### src/rtl/interpolator.sv
// Sample-rate increaser: emits L = 2**LOG2L samples per ce_in period on ce_fast ticks.
// Define LINEAR_INTERP_EN for linear ramps; otherwise each tick repeats the latest sample (zero-order hold).
module interpolator #(
    parameter int LOG2L = 3,
    parameter int DW    = 16
) (
    input  logic          i_clk,
    input  logic          i_rst,
    input  logic          i_ce_in,
    input  logic [DW-1:0] i_sig_in,
    input  logic          i_ce_fast,
    output logic          o_ce_out,
    output logic [DW-1:0] o_sig_out,
    output logic          o_overrun,
    output logic          o_underrun
);

    localparam int            PW   = LOG2L + 1;
    localparam logic [PW-1:0] PH_L = PW'(2 ** LOG2L);

    logic [DW-1:0] r_xCur;
    logic [PW-1:0] r_ph;
    logic          r_ceOut;
    logic [DW-1:0] r_sigOut;
    logic          r_overrun;
    logic          r_underrun;

    logic          w_midRamp;
    logic          w_phActive;

    // ph == 0 means a fresh period not yet started, ph == L means idle/holding
    assign w_midRamp  = (r_ph != '0) && (r_ph != PH_L);
    assign w_phActive = (r_ph < PH_L);

`ifdef LINEAR_INTERP_EN
    localparam int AW = DW + LOG2L + 1;

    logic [DW:0]   r_delta;
    logic [AW-1:0] r_acc;
    logic [DW:0]   w_delta;
    logic [AW-1:0] w_deltaExt;
    logic [AW-1:0] w_rDeltaExt;
    logic [AW-1:0] w_accLoad;

    // acc holds the ramp value scaled by L, so the output is a plain bit-select (floor)
    assign w_delta     = {i_sig_in[DW-1], i_sig_in} - {r_xCur[DW-1], r_xCur};
    assign w_deltaExt  = {{(AW-DW-1){w_delta[DW]}}, w_delta};
    assign w_rDeltaExt = {{(AW-DW-1){r_delta[DW]}}, r_delta};
    assign w_accLoad   = {{(AW-DW){r_xCur[DW-1]}}, r_xCur} << LOG2L;
`endif

    always_ff @(posedge i_clk) begin
        if (i_rst) begin
            r_xCur     <= '0;
            r_ph       <= PH_L;
            r_ceOut    <= 1'b0;
            r_sigOut   <= '0;
            r_overrun  <= 1'b0;
            r_underrun <= 1'b0;
`ifdef LINEAR_INTERP_EN
            r_delta    <= '0;
            r_acc      <= '0;
`endif
        end else begin
            r_ceOut    <= i_ce_fast;
            r_overrun  <= 1'b0;
            r_underrun <= 1'b0;
            if (i_ce_in) begin
                r_xCur    <= i_sig_in;
                r_overrun <= w_midRamp;
`ifdef LINEAR_INTERP_EN
                r_delta   <= w_delta;
`endif
                if (i_ce_fast) begin
                    // same-cycle tick consumes k=0 of the new period
`ifdef LINEAR_INTERP_EN
                    r_sigOut <= r_xCur;
                    r_acc    <= w_accLoad + w_deltaExt;
`else
                    r_sigOut <= i_sig_in;
`endif
                    r_ph     <= PW'(1);
                end else begin
`ifdef LINEAR_INTERP_EN
                    r_acc    <= w_accLoad;
`endif
                    r_ph     <= '0;
                end
            end else if (i_ce_fast) begin
                if (w_phActive) begin
`ifdef LINEAR_INTERP_EN
                    r_sigOut <= r_acc[LOG2L +: DW];
                    r_acc    <= r_acc + w_rDeltaExt;
`else
                    r_sigOut <= r_xCur;
`endif
                    r_ph     <= r_ph + 1'b1;
                end else begin
                    r_sigOut   <= r_xCur;
                    r_underrun <= 1'b1;
                end
            end
        end
    end

    assign o_ce_out   = r_ceOut;
    assign o_sig_out  = r_sigOut;
    assign o_overrun  = r_overrun;
    assign o_underrun = r_underrun;

endmodule

### config.mk
export PLATFORM = sky130hd
export DESIGN_NAME = interpolator
export DESIGN_NICKNAME = d
export VERILOG_FILES = /design/src/rtl/interpolator.sv
export SDC_FILE = /design/constraint.sdc
export NUM_CORES = 1
export LEC_CHECK = 0
export ABC_AREA = 1
export CAP_MARGIN = 20
export CORE_UTILIZATION = 65
export CTS_CLUSTER_SIZE = 24
export DETAILED_ROUTE_END_ITERATION = 8
export DONT_BUFFER_PORTS = 1
export PLACE_DENSITY = 0.9
export SLEW_MARGIN = 0
export SYNTH_ARGS = -nofsm -noshare
export SYNTH_HDL_FRONTEND = slang
export SYNTH_SLANG_ARGS = --single-unit
### constraint.sdc
create_clock -name i_clk -period 1.5 [get_ports i_clk]
set_input_delay 0.225 -clock i_clk [delete_from_list [all_inputs] [get_ports i_clk]]
set_output_delay 0.225 -clock i_clk [all_outputs]
set_load 0.02 [all_outputs]
==> qor.csv, run 1 <==
stage;metric;value;unit
clock_network;root_buffer;clkbuf_4;
sta;relSlewSlack;53.6;%
sta;post-route-period-util;88.2;%
route;wl;3090;microns
clock_network;clockBufferDepth;2;
route;antenna_left;0;
global_route;grt_max_degree;38;
clock_network;postCtsSetupBuffers;0;
global_route;overflow;0;
place;dp_hpwl;1980;microns
synthesis;synth_area;1590;sq um
clock_network;clk_pin_slew_worst_paths;0.11;ns
sta;min_period;1.32;ns
place;dp_cells;232;
finish;drive_above_1_share;4.65;%
synthesis;avgSynthCellArea;7.38;sq um
route;drt_iter0_drc;50;
finish;fin_nets;236;
clock_network;cts_sinks;39;
worst_setup_path;crit_arrival;1.61;ns
sta;slew_violations;0;
sta;max_freq;756;MHz
sta;timing.final.setup_violations;0;
clock_network;cts_inserted_buffers;5;
sta;fin_setup_tns;0;ns
synthesis;synth_mux_area_share;0;%
synthesis;ys_ff_latch;39;
worst_setup_path;worstSetupStartpointType;primary input;
synthesis;synth_top_family_by_area;simple AND/OR/NAND/NOR gates;
worst_hold_path;min_path_type;primary input to flip-flop;
global_route;grt_pass1_wl;5170;microns
floorplanning;die_x;51.4;microns
route;vias_per_cell;5.33;
synthesis;synth_seq_area_share;49.2;%
sta;rsz0062_at_grt;false;
synthesis;yosys.area.top_type;dfxtp_1;
synthesis;synth-warning-count;0;
synthesis;post_synth_num_cell_types;19;
worst_hold_path;hold_depth;3;
route;drt_pass1_iterations;4;
worst_setup_path;timing_worst_setup_path_type;primary input to flip-flop;
synthesis;synth_simple_gate_area_share;30.4;%
synthesis;synth_fa_ha_area_share;1.58;%
pwr;total_power;1.93;mW
synthesis;synth-xor-area-share;0;%
route;vias;1296;
global_route;antenna_found_initial;0;
worst_setup_path;worst_path_most_repeated_cell;dlygate4sd3_1;
synthesis;yosys.area.top_type_share;49.2;%
worst_setup_path;critPathRequiredTime;1.78;ns
pwr;power_leakage;0.809;nW
finish;syn_to_final_growth;1.50;%
outcome;status;finished, final reports clean;
clock_network;clock_latency;0.34;ns
worst_setup_path;critPathCaptureType;flip-flop;
global_route;first_global_vias;1369;
synthesis;syn_inst;215;
clock_network;holdBufCountCts;1;
worst_setup_path;max_stage_delay;0.59;ns
pwr;powerDensity;1200;nW/um^2
sta;worstMarginPinSlew;0.693;ns
sta;hold_violations;0;
route;drc;0;
floorplanning;ios;39;
clock_network;htreeDepth;2;
finish;n_antenna_cell;0;
finish;stdcell_count;243;
place;portBuffers;0;
clock_network;tritoncts;done;
place;gp_congestion;0.797;
finish;n_fill_cell;198;
floorplanning;rows;17;
clock_network;post_cts_resize_count;0;
synthesis;synth_nets;237;
worst_setup_path;cp_cell_sequence;dlygate4sd3_1, nor2_4, dlygate4sd3_1, nand2_1, nor2_1;
worst_setup_path;ff2ff_path_depth;4;
sta;skew;0.00708;ns
synthesis;synth_compound_area_share;5.99;%
run;cap_violations;0;
floorplanning;initial_core_util;70.4;%
worst_setup_path;cp_slowest_cell;dlygate4sd3_1;
sta;holdWs;0.0141;ns
synthesis;synthTopCellsByArea;dfxtp_1 49%, nand2_1 13%, nor2_1 9.9%, a21oi_1 5.7%, nand3_1 5.7%;
route;wl_per_cell;12.7;microns
floorplanning;core;2250;sq um
global_route;grtUsageTotal;26.6;%
floorplanning;die_area;2640;sq um
pwr;ir_drop;1.07;mV
worst_setup_path;worstPathMaxFanout;19;
floorplanning;die_h;51.4;microns
-- sequential cells by signal, summed over array words and instances (netlist names) --
register    flops
o_underrun      1
r_ph            4
o_overrun       1
o_ce_out        1
o_sig_out      16
r_xCur         16
-- area by class of cell --
class / count / area, sq um / area share, %
inverter: 25 / 93.8 / 5.82
sequential: 39 / 781 / 48.4
multi-input combinational: 140 / 603 / 37.4
timing repair buffer: 3 / 30.0 / 1.86
tap: 28 / 35.0 / 2.17
clock buffer: 8 / 68.8 / 4.27
-- power by group --
group          internal [mW]  leakage, nW  total [mW]  switching (mW)
clock                  0.276       0.0386       0.605           0.329
sequential              1.10        0.322        1.17          0.0703
combinational         0.0660        0.448       0.160          0.0937
-- synth_stat cells --
cell type / count
nand2_1: 55
nor2_1: 42
dfxtp_1: 39
inv_1: 24
a21oi_1: 18
nand3_1: 18
buf_4: 3
buf_2: 2
buf_6: 2
clkbuf_8: 2
ha_1: 2
buf_12: 1
clkbuf_4: 1
inv_2: 1
nand2_2: 1
nand4_1: 1
nor2_4: 1
nor3_1: 1
o21ai_1: 1
-- placed cells by master (no fill, tap or decap) --
master,count
clkbuf_1,1
inv_2,1
clkbuf_8,2
a21oi_1,18
dfxtp_1,39
nor3_1,1
dlygate4sd3_1,3
nand2_1,55
nor2_1,42
inv_1,24
nand2_2,1
nand3_1,18
o21ai_1,1
clkbuf_4,5
ha_1,2
nor2_4,1
nand4_1,1
-- path summary, 6_finish.rpt --
path                                 endpoint  slack, ns       from
worst max register to register        r_ph[1]       0.53    r_ph[0]
worst min-delay path            o_sig_out[11]       0.01      i_rst
worst max-delay path                  r_ph[2]       0.18      i_rst
worst min register to register      r_xCur[0]       0.48  r_xCur[0]
-- logic make-up (layout without fill, tap and decap cells) --
group	Yosys count	count (layout)
DFF	39	39
adders and majority gates	2	2
AOI/OAI and AO/OA	19	19
and+or+nand+nor	119	119
buffers and inverters	36	36
-- critical path: cells and delay by family --
family / cells / cell delay, ns
buffers and inverters: 2 / 1.14
AND/OR/NAND/NOR: 3 / 0.23
-- routing by layer --
layer / wire (microns) / global-route usage, %
met3: 229 / 9.23
met2: 1500 / 48.1
met4: 59 / 14.4
met1: 1300 / 26.2
met5: 0 / 0
-- through the flow --
| step | cell area [sq um] | util [%] | worst slack (ns) |
|---|---|---|---|
| finish | 1610 | 71.5 | 0.177 |
| global route | 1610 | 71.5 | 0.171 |
| CTS | 1590 | 70.6 | 0.407 |
| detailed placement | 1510 | 67.1 | 0.540 |
| global placement | 1510 | 67.1 | 0.589 |
| floorplan | 1590 | - | 0.600 |
Power figures use the tool's default switching activity.
==> inputs of run 2 (changes only) <==
--- a/config.mk
+++ b/config.mk
@@ -6,12 +6,12 @@
 export NUM_CORES = 1
 export LEC_CHECK = 0
 export ABC_AREA = 1
-export CAP_MARGIN = 20
-export CORE_UTILIZATION = 65
+export CAP_MARGIN = 40
+export CORE_UTILIZATION = 60
 export CTS_CLUSTER_SIZE = 24
 export DETAILED_ROUTE_END_ITERATION = 8
 export DONT_BUFFER_PORTS = 1
-export PLACE_DENSITY = 0.9
+export PLACE_DENSITY = 0.85
 export SLEW_MARGIN = 0
 export SYNTH_ARGS = -nofsm -noshare
 export SYNTH_HDL_FRONTEND = slang
==> constraint.sdc (replaced) <==
create_clock -name i_clk -period 1.35 [get_ports i_clk]
set_input_delay 0.2025 -clock i_clk [delete_from_list [all_inputs] [get_ports i_clk]]
set_output_delay 0.2025 -clock i_clk [all_outputs]
set_load 0.02 [all_outputs]
==> run 2 against run 1 <==
- die area up 8.0%
- critical endpoint is now r_xCur[2]
- utilization down 1.7 points
- cell count up 5.3%
- worst hold slack better by 0.0037 ns
- critical path type is now flip-flop to flip-flop
==> qor.csv, run 2 (synthesis gave the netlist of run 1 again) <==
stage;metric;value;unit;change
clock_network;postCtsSetupBuffers;0;;unchanged
route;drc;0;;unchanged
clock_network;tritoncts;done;;unchanged
global_route;grt_pass1_wl;4700;microns;was 5170 microns
pwr;power_leakage;0.889;nW;was 0.809 nW
floorplanning;die_area;2860;sq um;was 2640 sq um
sta;hold_violations;0;;unchanged
run;cap_violations;0;;unchanged
global_route;grtUsageTotal;23.5;%;was 26.6%
route;wl_met1;1310;microns;was 1300 microns
clock_network;clockBufferDepth;2;;unchanged
sta;skew;0.00492;ns;was 0.00708 ns
floorplanning;core;2500;sq um;was 2250 sq um
place;gp_congestion;0.736;;was 0.797
route;routed-wl-met3;236;microns;was 229 microns
finish;drive_above_1_share;4.87;%;was 4.65%
sta;fin_setup_tns;0;ns;unchanged
clock_network;clock_latency;0.33;ns;was 0.34 ns
finish;fin_nets;247;;was 236
sta;min_period;1.22;ns;
clock_network;htreeDepth;2;;unchanged
sta;rsz0062_at_grt;false;;unchanged
route;drt_iter0_drc;17;;was 50
finish;final_cell_mix;55 x nand2_1, 42 x nor2_1, 39 x dfxtp_1;;unchanged
pwr;intPower;1.75;mW;was 1.44 mW
global_route;grt_max_degree;38;;unchanged
worst_setup_path;r2r_slack;0.13;ns;was 0.53 ns
floorplanning;rows;18;;was 17
floorplanning;die_h;53.4;microns;was 51.4 microns
route;wl_met2;1440;microns;was 1500 microns
clock_network;cts_sinks;39;;unchanged
route;wl_per_cell;11.8;microns;was 12.7 microns
finish;fin_util;69.8;%;was 71.5%
pwr;ir_drop;1.01;mV;was 1.07 mV
route;vias_per_cell;5.03;;was 5.33
finish;syn_to_final_growth;9.85;%;was 1.50%
floorplanning;die_x;53.4;microns;was 51.4 microns
sta;max_freq;823;MHz;
worst_hold_path;min_path_type;primary input to flip-flop;;unchanged
route;drt_pass1_iterations;5;;was 4
pwr;switching_share;24.2;%;was 25.5%
worst_setup_path;worstSetupStartpointType;flip-flop;;was primary input
global_route;first_global_vias;1170;;was 1369
pwr;combinationalPowerShare;8.9;%;was 8.3%
outcome;status;finished, final reports clean;;unchanged
worst_setup_path;critPathRequiredTime;1.63;ns;was 1.78 ns
worst_setup_path;worstPathMaxFanout;2;;was 19
finish;n_antenna_cell;0;;unchanged
clock_network;root_buffer;clkbuf_4;;unchanged
clock_network;clk_pin_slew_worst_paths;0.11;ns;about the same
global_route;overflow;0;;unchanged
sta;relSlewSlack;38.1;%;was 53.6%
clock_network;cts_inserted_buffers;5;;unchanged
route;antenna_left;0;;unchanged
floorplanning;ios;39;;unchanged
worst_setup_path;crit_arrival;1.50;ns;was 1.61 ns
pwr;powerDensity;1330;nW/um^2;was 1200 nW/um^2
worst_setup_path;timing_worst_setup_path_type;flip-flop to flip-flop;;was primary input to flip-flop
sta;post-route-period-util;90.0;%;
pwr;clkPwrFrac;35.0;%;was 31.3%
global_route;antenna_found_initial;0;;unchanged
pwr;switching_power;0.560;mW;was 0.493 mW
route;top_layer;met4;;unchanged
pwr;seqPwrFrac;56.1;%;was 60.4%
route;vias;1288;;was 1296
finish;layout_commonest_cell;nand2_1;;unchanged
sta;slew_violations;0;;unchanged
place;dp_hpwl;1630;microns;was 1980 microns
floorplanning;initial_core_util;63.5;%;was 70.4%
place;portBuffers;0;;unchanged
route;wl;3030;microns;was 3090 microns
place;dp_cells;234;;was 232
worst_setup_path;critPathCaptureType;flip-flop;;unchanged
finish;stdcell_count;256;;was 243
sta;timing.final.setup_violations;0;;unchanged
sta;worstMarginPinSlew;0.929;ns;was 0.693 ns
[run 2: changes by cell type in the layout (fill, tap and decap cells not counted), sizes merged]
cell          delta
clkinv           +1
dlymetal6s4s     +1
dlygate4sd3     +10
bufinv           +1
clkbuf           -2
[run 2: per-stage QoR]
stage | setup WS (ns) | power (mW) | hold WS (ns) | instance area (sq um)
final | 0.135 | 2.31 | 0.0178 | 1740
after global routing | 0.0966 | 2.42 | 0.00749 | 1740
after CTS | 0.00164 | 2.31 | 0.000145 | 1710
after detailed placement | 0.383 | 1.48 | 0.276 | 1520
after global placement | 0.424 | 1.47 | 0.274 | 1520
after floorplan | 0.450 | 1.51 | 0.357 | 1590
[run 2: layout make-up]
| type | count | area [sq um] |
|---|---|---|
| sequential | 39 | 781 |
| clock buffer | 6 | 51.3 |
| timing repair buffer | 14 | 143 |
| inverter | 25 | 93.8 |
| fill | 203 | 756 |
| clock inverter | 2 | 35.0 |
| tap | 30 | 37.5 |
| multi-input combinational | 140 | 603 |
[run 2: power groups by stage]
stage          clock network (mW)  logic, mW  registers (mW)
3_3_place_gp                    0      0.151            1.32
4_1_cts                     0.823      0.193            1.30
6_report                    0.810      0.206            1.30
3_5_place_dp                    0      0.156            1.32
2_1_floorplan                   0      0.193            1.31
5_1_grt                     0.879      0.238            1.31
[run 2: timing repair]
item / 4_1_cts / 5_1_grt
endpoints found under the hold margin: 32 / 5
endpoints found under the setup margin: 0 / 15
hold buffers: 11 / 3
resized for setup: 0 / 1
[run 2: critical path, cell delays in order, from the launching register on]
cell and delay [ns]:
dfxtp_1 0.34, nand2_1 0.07, a21oi_1 0.17, dlygate4sd3_1 0.58
[run 2: layer usage]
layer	vias up	global-route usage [%]
li1	681	-
met1	560	26.6
met2	43	39.4
met3	4	10.1
met4	0	7.02
met5	-	0
[run 2: final timing paths]
kind / startpoint / to / cells after the start
worst min register to register: r_xCur[12] / r_xCur[12] / 2
worst min-delay path: i_ce_fast / r_ph[0] / 2
worst max register to register: r_xCur[2] / r_xCur[2] / 3
worst max-delay path: r_xCur[2] / r_xCur[2] / 3
